### src/rtl/parking_gate_ctrl.sv
// Car-park entry gate controller: password-checked admission, occupancy
// tracking with full detection, free-bay 7-segment display and wrong-code lockout.
module parking_gate_ctrl #(
  parameter int unsigned     PW_W      = 4,
  parameter logic [PW_W-1:0] PASSWORD  = 4'hB,
  parameter int unsigned     CAPACITY  = 9,
  parameter int unsigned     WAIT_CYC  = 3,
  parameter int unsigned     MAX_TRIES = 3,
  parameter int unsigned     LOCK_CYC  = 16
) (
  input  logic            clk,
  input  logic            reset_n,
  input  logic            sensor_entrance,
  input  logic            sensor_exit,
  input  logic            car_leave,
  input  logic [PW_W-1:0] password,
  input  logic            pass_valid,
  output logic            GREEN_LED,
  output logic            RED_LED,
  output logic            gate_open,
  output logic            locked,
  output logic            full,
  output logic [6:0]      occupancy,
  output logic [6:0]      HEX_1,
  output logic [6:0]      HEX_2
);

  localparam int unsigned WAIT_W = (WAIT_CYC  > 0) ? $clog2(WAIT_CYC + 1)  : 1;
  localparam int unsigned TRY_W  = (MAX_TRIES > 0) ? $clog2(MAX_TRIES + 1) : 1;
  localparam int unsigned LOCK_W = (LOCK_CYC  > 1) ? $clog2(LOCK_CYC)      : 1;

  typedef enum logic [2:0] {
    IDLE, WAIT_PASS, WRONG_PASS, RIGHT_PASS, STOP, LOCKOUT
  } state_t;

  state_t             state, state_nxt;
  logic [WAIT_W-1:0]  wait_cnt, wait_nxt;
  logic [TRY_W-1:0]   tries, tries_nxt, tries_inc;
  logic [LOCK_W-1:0]  lock_cnt, lock_nxt;
  logic               red_nxt;
  logic               code_ok;
  logic               eval;
  logic               occ_inc, occ_dec;
  logic [6:0]         free_bays;
  logic [3:0]         tens, ones;

  assign full = (occupancy == 7'(CAPACITY));

  always_comb begin
    state_nxt = state;
    wait_nxt  = wait_cnt;
    tries_nxt = tries;
    lock_nxt  = lock_cnt;
    eval      = 1'b0;
    code_ok   = (password == PASSWORD) && !full;
    tries_inc = tries + 1'b1;

    case (state)
      IDLE:
        if (sensor_entrance && !full) begin
          state_nxt = WAIT_PASS;
          wait_nxt  = '0;
        end
      WAIT_PASS: begin
        if (wait_cnt != WAIT_W'(WAIT_CYC)) wait_nxt = wait_cnt + 1'b1;
        if (wait_cnt == WAIT_W'(WAIT_CYC) && pass_valid) eval = 1'b1;
        else if (!sensor_entrance)                       state_nxt = IDLE;
      end
      WRONG_PASS: eval = pass_valid;
      // A correct code while full is neither accepted nor counted as a miss.
      STOP:       eval = pass_valid && !((password == PASSWORD) && full);
      RIGHT_PASS:
        if (sensor_exit) state_nxt = sensor_entrance ? STOP : IDLE;
      LOCKOUT:
        if (lock_cnt == LOCK_W'(LOCK_CYC - 1)) state_nxt = IDLE;
        else                                   lock_nxt  = lock_cnt + 1'b1;
      default: state_nxt = IDLE;
    endcase

    if (eval) begin
      if (code_ok) begin
        state_nxt = RIGHT_PASS;
        tries_nxt = '0;
      end else begin
        tries_nxt = tries_inc;
        if (tries_inc == TRY_W'(MAX_TRIES)) begin
          state_nxt = LOCKOUT;
          lock_nxt  = '0;
        end else begin
          state_nxt = WRONG_PASS;
        end
      end
    end

    if (state_nxt == IDLE) tries_nxt = '0;

    // RED_LED doubles as the blink register in WRONG_PASS/STOP.
    case (state_nxt)
      LOCKOUT:          red_nxt = 1'b1;
      WRONG_PASS, STOP: red_nxt = (state_nxt != state) ? 1'b1 : !RED_LED;
      IDLE:             red_nxt = (state == IDLE) && sensor_entrance && full;
      default:          red_nxt = 1'b0;
    endcase
  end

  assign occ_inc = (state == RIGHT_PASS) && sensor_exit;
  assign occ_dec = car_leave && (occupancy != '0);

  always_ff @(posedge clk or negedge reset_n) begin
    if (!reset_n) begin
      state     <= IDLE;
      wait_cnt  <= '0;
      tries     <= '0;
      lock_cnt  <= '0;
      occupancy <= '0;
      GREEN_LED <= 1'b0;
      RED_LED   <= 1'b0;
      gate_open <= 1'b0;
      locked    <= 1'b0;
    end else begin
      state     <= state_nxt;
      wait_cnt  <= wait_nxt;
      tries     <= tries_nxt;
      lock_cnt  <= lock_nxt;
      GREEN_LED <= (state_nxt == RIGHT_PASS);
      gate_open <= (state_nxt == RIGHT_PASS);
      locked    <= (state_nxt == LOCKOUT);
      RED_LED   <= red_nxt;
      if (occ_inc && !occ_dec)      occupancy <= occupancy + 1'b1;
      else if (occ_dec && !occ_inc) occupancy <= occupancy - 1'b1;
    end
  end

  function automatic logic [6:0] seg7(input logic [3:0] d);
    case (d)
      4'd0:    seg7 = 7'b1000000;
      4'd1:    seg7 = 7'b1111001;
      4'd2:    seg7 = 7'b0100100;
      4'd3:    seg7 = 7'b0110000;
      4'd4:    seg7 = 7'b0011001;
      4'd5:    seg7 = 7'b0010010;
      4'd6:    seg7 = 7'b0000010;
      4'd7:    seg7 = 7'b1111000;
      4'd8:    seg7 = 7'b0000000;
      4'd9:    seg7 = 7'b0010000;
      default: seg7 = 7'b1111111;
    endcase
  endfunction

  always_comb begin
    free_bays = 7'(CAPACITY) - occupancy;
    tens      = 4'(free_bays / 7'd10);
    ones      = 4'(free_bays % 7'd10);
    HEX_1     = seg7(ones);
    HEX_2     = seg7(tens);
  end

endmodule
### config.mk
export PLATFORM = sky130hd
export DESIGN_NAME = parking_gate_ctrl
export DESIGN_NICKNAME = d
export VERILOG_FILES = /design/src/rtl/parking_gate_ctrl.sv
export SDC_FILE = /design/constraint.sdc
export NUM_CORES = 1
export LEC_CHECK = 0
export BUFFER_PORTS_ARGS = -buffer_cell sky130_fd_sc_hd__buf_2
export CORE_UTILIZATION = 50
export DETAILED_ROUTE_END_ITERATION = 6
export PLACE_DENSITY = 0.79
export SLEW_MARGIN = 20
export SYNTH_ARGS = -nofsm -noshare
export SYNTH_HDL_FRONTEND = slang
export SYNTH_SLANG_ARGS = --single-unit
### constraint.sdc
create_clock -name clk -period 8.05 [get_ports clk]
set_input_delay 2.0125 -clock clk [delete_from_list [all_inputs] [get_ports clk]]
set_output_delay 2.0125 -clock clk [all_outputs]
set_load 0.05 [all_outputs]
; ---- Word-level counts from Yosys, hierarchy flattened
; Memories as Yosys holds them, arrays and structs flattened.
; Cells that the tools add are included.
; W data, S select, Z words.
[totals]
register_bits = 21
rom_bits = 224
output_inout_bits = 26
wordCells = 88
memories = 2
[mem_list]
columns = name, words, width, read_ports, rd_ports_with_merged_regs, write_ports, line_no
row1 = (no name shown), 16, 7, 1, 0, 0, 135  ; case (d)
row2 = (no name shown), 16, 7, 1, 0, 0, 135
[op_classes]
addsub = 6
div = 2
n_eq_ne = 18
mux = 27
reduce_logical = 25
[op_table]
columns = cell, count
row1 = $mux W3, 9
row2 = $mux W4, 5
row3 = $pmux W3 S5, 1
row4 = $mux W7, 2
row5 = $eq A3 B2 Y1 const B, 4
row6 = $eq A3 B3 Y1 const B, 4
row7 = $logic_and A1 B1 Y1, 11
row8 = $mux W2, 5
row9 = $eq A4 B4 Y1 const B, 2
row10 = $add A7 B1 Y7 const B, 1
row11 = $div A7 B4 Y7 const B, 1
row12 = $eq A7 B4 Y1 const B, 1
row13 = $mod A7 B4 Y7 const B, 1
row14 = $reduce_bool A7 Y1, 1
row15 = $sub A4 B7 Y7 const A, 1
row16 = $sub A7 B1 Y7 const B, 1
row17 = $logic_not A3 Y1, 2
row18 = $ne A2 B2 Y1 const B, 3
row19 = $pmux W1 S3, 2
row20 = $reduce_bool A2 Y1, 3
row21 = $logic_not A1 Y1, 5
row22 = $add A2 B1 Y2 const B, 2
row23 = $add A4 B1 Y4 const B, 1
row24 = $eq A2 B2 Y1 const B, 2
row25 = 6 further kinds, 8

; ---- Longest topological paths before layout
[logic_depth]
word_depth = 9
ltp_mapped = 23

; ---- Worst setup path after synthesis
; No wires, ideal clock.
[synth_timing]
path_kind = register -> output
start = register occupancy[2]
end = output port HEX_1[3]
arrival_ns = 5.800
required_ns = 6.037
setup_slack_ns = 0.237
path_stages_with_launch = 22
path_buffers = 2
cell_sequence = dfrtp_1 > buf_6 > inv_1 > ha_1 > or3b_4 > a2111oi_4 > a41oi_2 > a311o_1 > o211ai_4 > nand4_1 > o211ai_1 > inv_2 > ha_1 > buf_1 > a32o_1 > o211ai_1 > a21oi_1 > nor2_1 > inv_1 > ha_1 > nor2_1 > a211oi_1
[synth_between]
elab_chain_len = 3
[synth_rtl]
columns = element, line_no
row1 = start: declaration, 23  ; output logic [6:0] occupancy,
row2 = start signal: assignment, 129  ; if (occ_inc && !occ_dec) occupancy <= occupancy + 1'b1;
row3 = start signal: assignment, 130  ; else if (occ_dec && !occ_inc) occupancy <= occupancy - 1'b1;
row4 = $sub A4 B7 Y7, 151  ; free_bays = 7'(CAPACITY) - occupancy;
row5 = $mod A7 B4 Y7, 153  ; ones = 4'(free_bays % 7'd10);
row6 = $mem_v2 Z16 W7, n/a
row7 = end: declaration, 24  ; output logic [6:0] HEX_1,
; No other way between the ends.

; ---- Worst setup path in the final report
[layout_timing]
start = register occupancy[2]
end = output port HEX_1[1]
; The elaborated chain is that of the path after synthesis.

==> metrics.txt <==
leading area contributor after synthesis=dfrtp_1; crit path kind=flip-flop to output port; hold buffer count at CTS=0; total grt overflow=0; core area=5140 um2; Syn-to-layout area delta=9.035%; vias post-DR=2574; period utilization=0.9465; number of synthesized flops with an enable pin=0; CTS root buf=clkbuf_8; status=finished, final reports clean; Util after Layout=0.5669; starting DRC count in detailed routing=189; largest family of logic cells by synthesized area=compound AO/OA/AOI/OAI gates; delay-heaviest family, CP=compound AO/OA/AOI/OAI gates; dpl hpwl=4.490 mm; crit-path max FO=16; ant diodes=0; routability cong.=0.8705; final wirelength=5.946 mm; synthesized instance count=336; initial core utilization=0.5200; cell area after layout=2914 um2; critical path data required time=6040 ps; worst slew pin tran=745.3 ps; vias in the first global route=2153; Die ar.=5642 um2; Placed Area=2845 um2; Post-Syn Area=2673 um2; fin worst setup slack=430.4 ps; DR pass1 iterations=4; Synth Flop Type=dfrtp_1; DRT antenna net count=0; r2r setup slk=4690 ps; die height=75.11 um; # DRC=0; worst-case reg-to-reg path depth=10; DP Worst Slack=442.6 ps; final hold violations=0; H-tree Lvls=1; Fmax achieved=131.2 MHz; RSZ-0062 raised after global routing=no; xor/xnor cell area share of the yosys netlist=0.02622; Port-buffer cells=35; Slew headroom=0.5021; syn nets=371; area share of fa/ha/maj cells after synthesis=0.1199; Yosys warning total=0; Synth top cells by count=inv_1 (28), nor2_1 (26), a21oi_1 (25), ha_1 (24), nand2_1 (22); CTS tree=built; number of I/O pins=36; CTS clock-pin slew for the worst setup and hold paths=80 ps; chip width=75.11 um; syn_area_per_cell=7.954 um2; Critical Path Source Type=flip-flop; CTS Buffer Depth=2; num rows=26; Worst R2R End=tries[1]; Setup crit end kind=output port; compound-cell area share of the yosys netlist=0.3113; Setup TNS=0 ps; Clock Latency Late Sink=260 ps; Sink Count=21; cell with the most instances after synthesis=inv_1; post-synth cell types=74; Tot GR Track Use=0.2178; Sequential Area=525.5 um2; worst setup path end=HEX_1[1]; # Max-Cap Violations=0; Slew Limit Fails=0; Worst R2R Start=occupancy[4]; area of the multi-input gates=1952 um2; #FFs+latches synth=21; WL/cell=13.83 um; Simple-Gate Fraction of Synth Area=0.2439; antenna violations before repair=0; DR vias/cell=5.986; Filler cells=492; Final Skew=2.740 ps; Crit. path cell count=20; HP Class=flip-flop to flip-flop; Arr. time, crit path=5610 ps; nets@finish=396; Inserted Clock Buffers=3; slowest stage delay, CP=530 ps; min Tclk post-route=7620 ps; FFs w/ async S/R, synth=1.000; crit-path cells=inv_1 -> ha_4 -> or3b_4 -> a2111oi_4 -> a41oi_2 -> a311o_1 -> o211ai_4 -> nand4_1 -> o211ai_1 -> inv_2 -> ha_1 -> a32o_1 -> o211a_1 -> nor3_1 -> nor2_2 -> inv_1 -> ha_1 -> o31a_1 -> a21oi_1 -> buf_2; CP bufs+invs=4; Synth area leaders=dfrtp_1 (20%), ha_1 (11%), a21oi_1 (4.7%), inv_1 (3.9%), o21ai_0 (3.9%); mux share of post-synthesis cell area=0.02341; final setup vio count=0; layout cells sized above 1=0.1778; sequential cell area fraction in the yosys report=0.1966; slowest CP cell=dfrtp_1; largest net degree at the start of global routing=24; global-route wire length before repair=9.763 mm; Crit. Startpoint=occupancy[2]; post-synth top area share=0.1966
## state kept, by name, indices dropped and copies added (netlist names)
signal / cells
state: 3
locked: 1
gate_open: 1
lock_cnt: 4
RED_LED: 1
occupancy: 7
tries: 2
wait_cnt: 2
## stage by stage
stage / hold WS (ps) / instances
after global placement: 487.7 / 425
after floorplan: 464.4 / 336
final: 511.7 / 430
after detailed placement: 505.4 / 425
after global routing: 548.4 / 430
after CTS: 516.1 / 429
## what timing repair did
item	in CTS	in global routing
resized for setup	0	3
setup endpoints to repair	0	9
buffers inserted	0	1
hold endpoints to repair	0	0
## worst min-delay path by stage
stage / from / cells past startpoint / to
floorplan: wait_cnt[0] / 1 / wait_cnt[0]
global placement: wait_cnt[0] / 1 / wait_cnt[0]
detailed placement: wait_cnt[0] / 1 / wait_cnt[0]
CTS: wait_cnt[0] / 1 / wait_cnt[0]
global route: wait_cnt[0] / 1 / wait_cnt[0]
finish: wait_cnt[0] / 1 / wait_cnt[0]
## cell type report
type,count,area share
multi-input cells,268,0.6698
flip-flops and latches,21,0.1803
repair buffers,37,0.06526
inverters,30,0.03864
well taps,70,0.03006
clock buffers,3,0.01417
clock inverters,1,0.001717
## per-layer routing
layer | GRT usage | vias up | wire, um
li1 | - | 1300 | -
met3 | 0.03614 | 4 | 146
met2 | 0.3463 | 37 | 2850
met5 | 0 | - | 0
met1 | 0.3085 | 1233 | 2914
met4 | 0.05241 | 0 | 34
## cells in the final DEF, fill, tap and decap left out, types with 3 or more instances in the layout
cell      netlist  final
ha_1           24     23
or3_1           5      5
nor3_1         14     14
buf_2           6     35
o211ai_1        5      5
mux2i_1         4      4
inv_1          28     28
xnor2_1         7      7
or2_2           3      3
nand4_1         3      3
nor3b_1         8      8
nor2_1         26     25
o21ai_0        21     21
o21bai_1        3      3
a31oi_1         4      4
dfrtp_1        21     21
nor2b_1         3      3
a21oi_1        25     25
a211oi_1        7      7
o211a_1         3      3
nand2b_1        5      5
o21a_1          5      5
o21ai_1         5      5
nand3_1         9      9
nand2_1        22     22
clkbuf_8        0      3
## logic make-up after synthesis
family                     after synthesis
buffers and inverters                   47
muxes                                    6
and+or+nand+nor                        117
xor gates and xnor gates                 8
adders and majority gates               25
DFF                                     21
AOI/OAI and AO/OA                      112
Power is left out: the tool's default activity adds up to more than one toggle a clock period on the data nets, which glitch-free logic cannot reach.
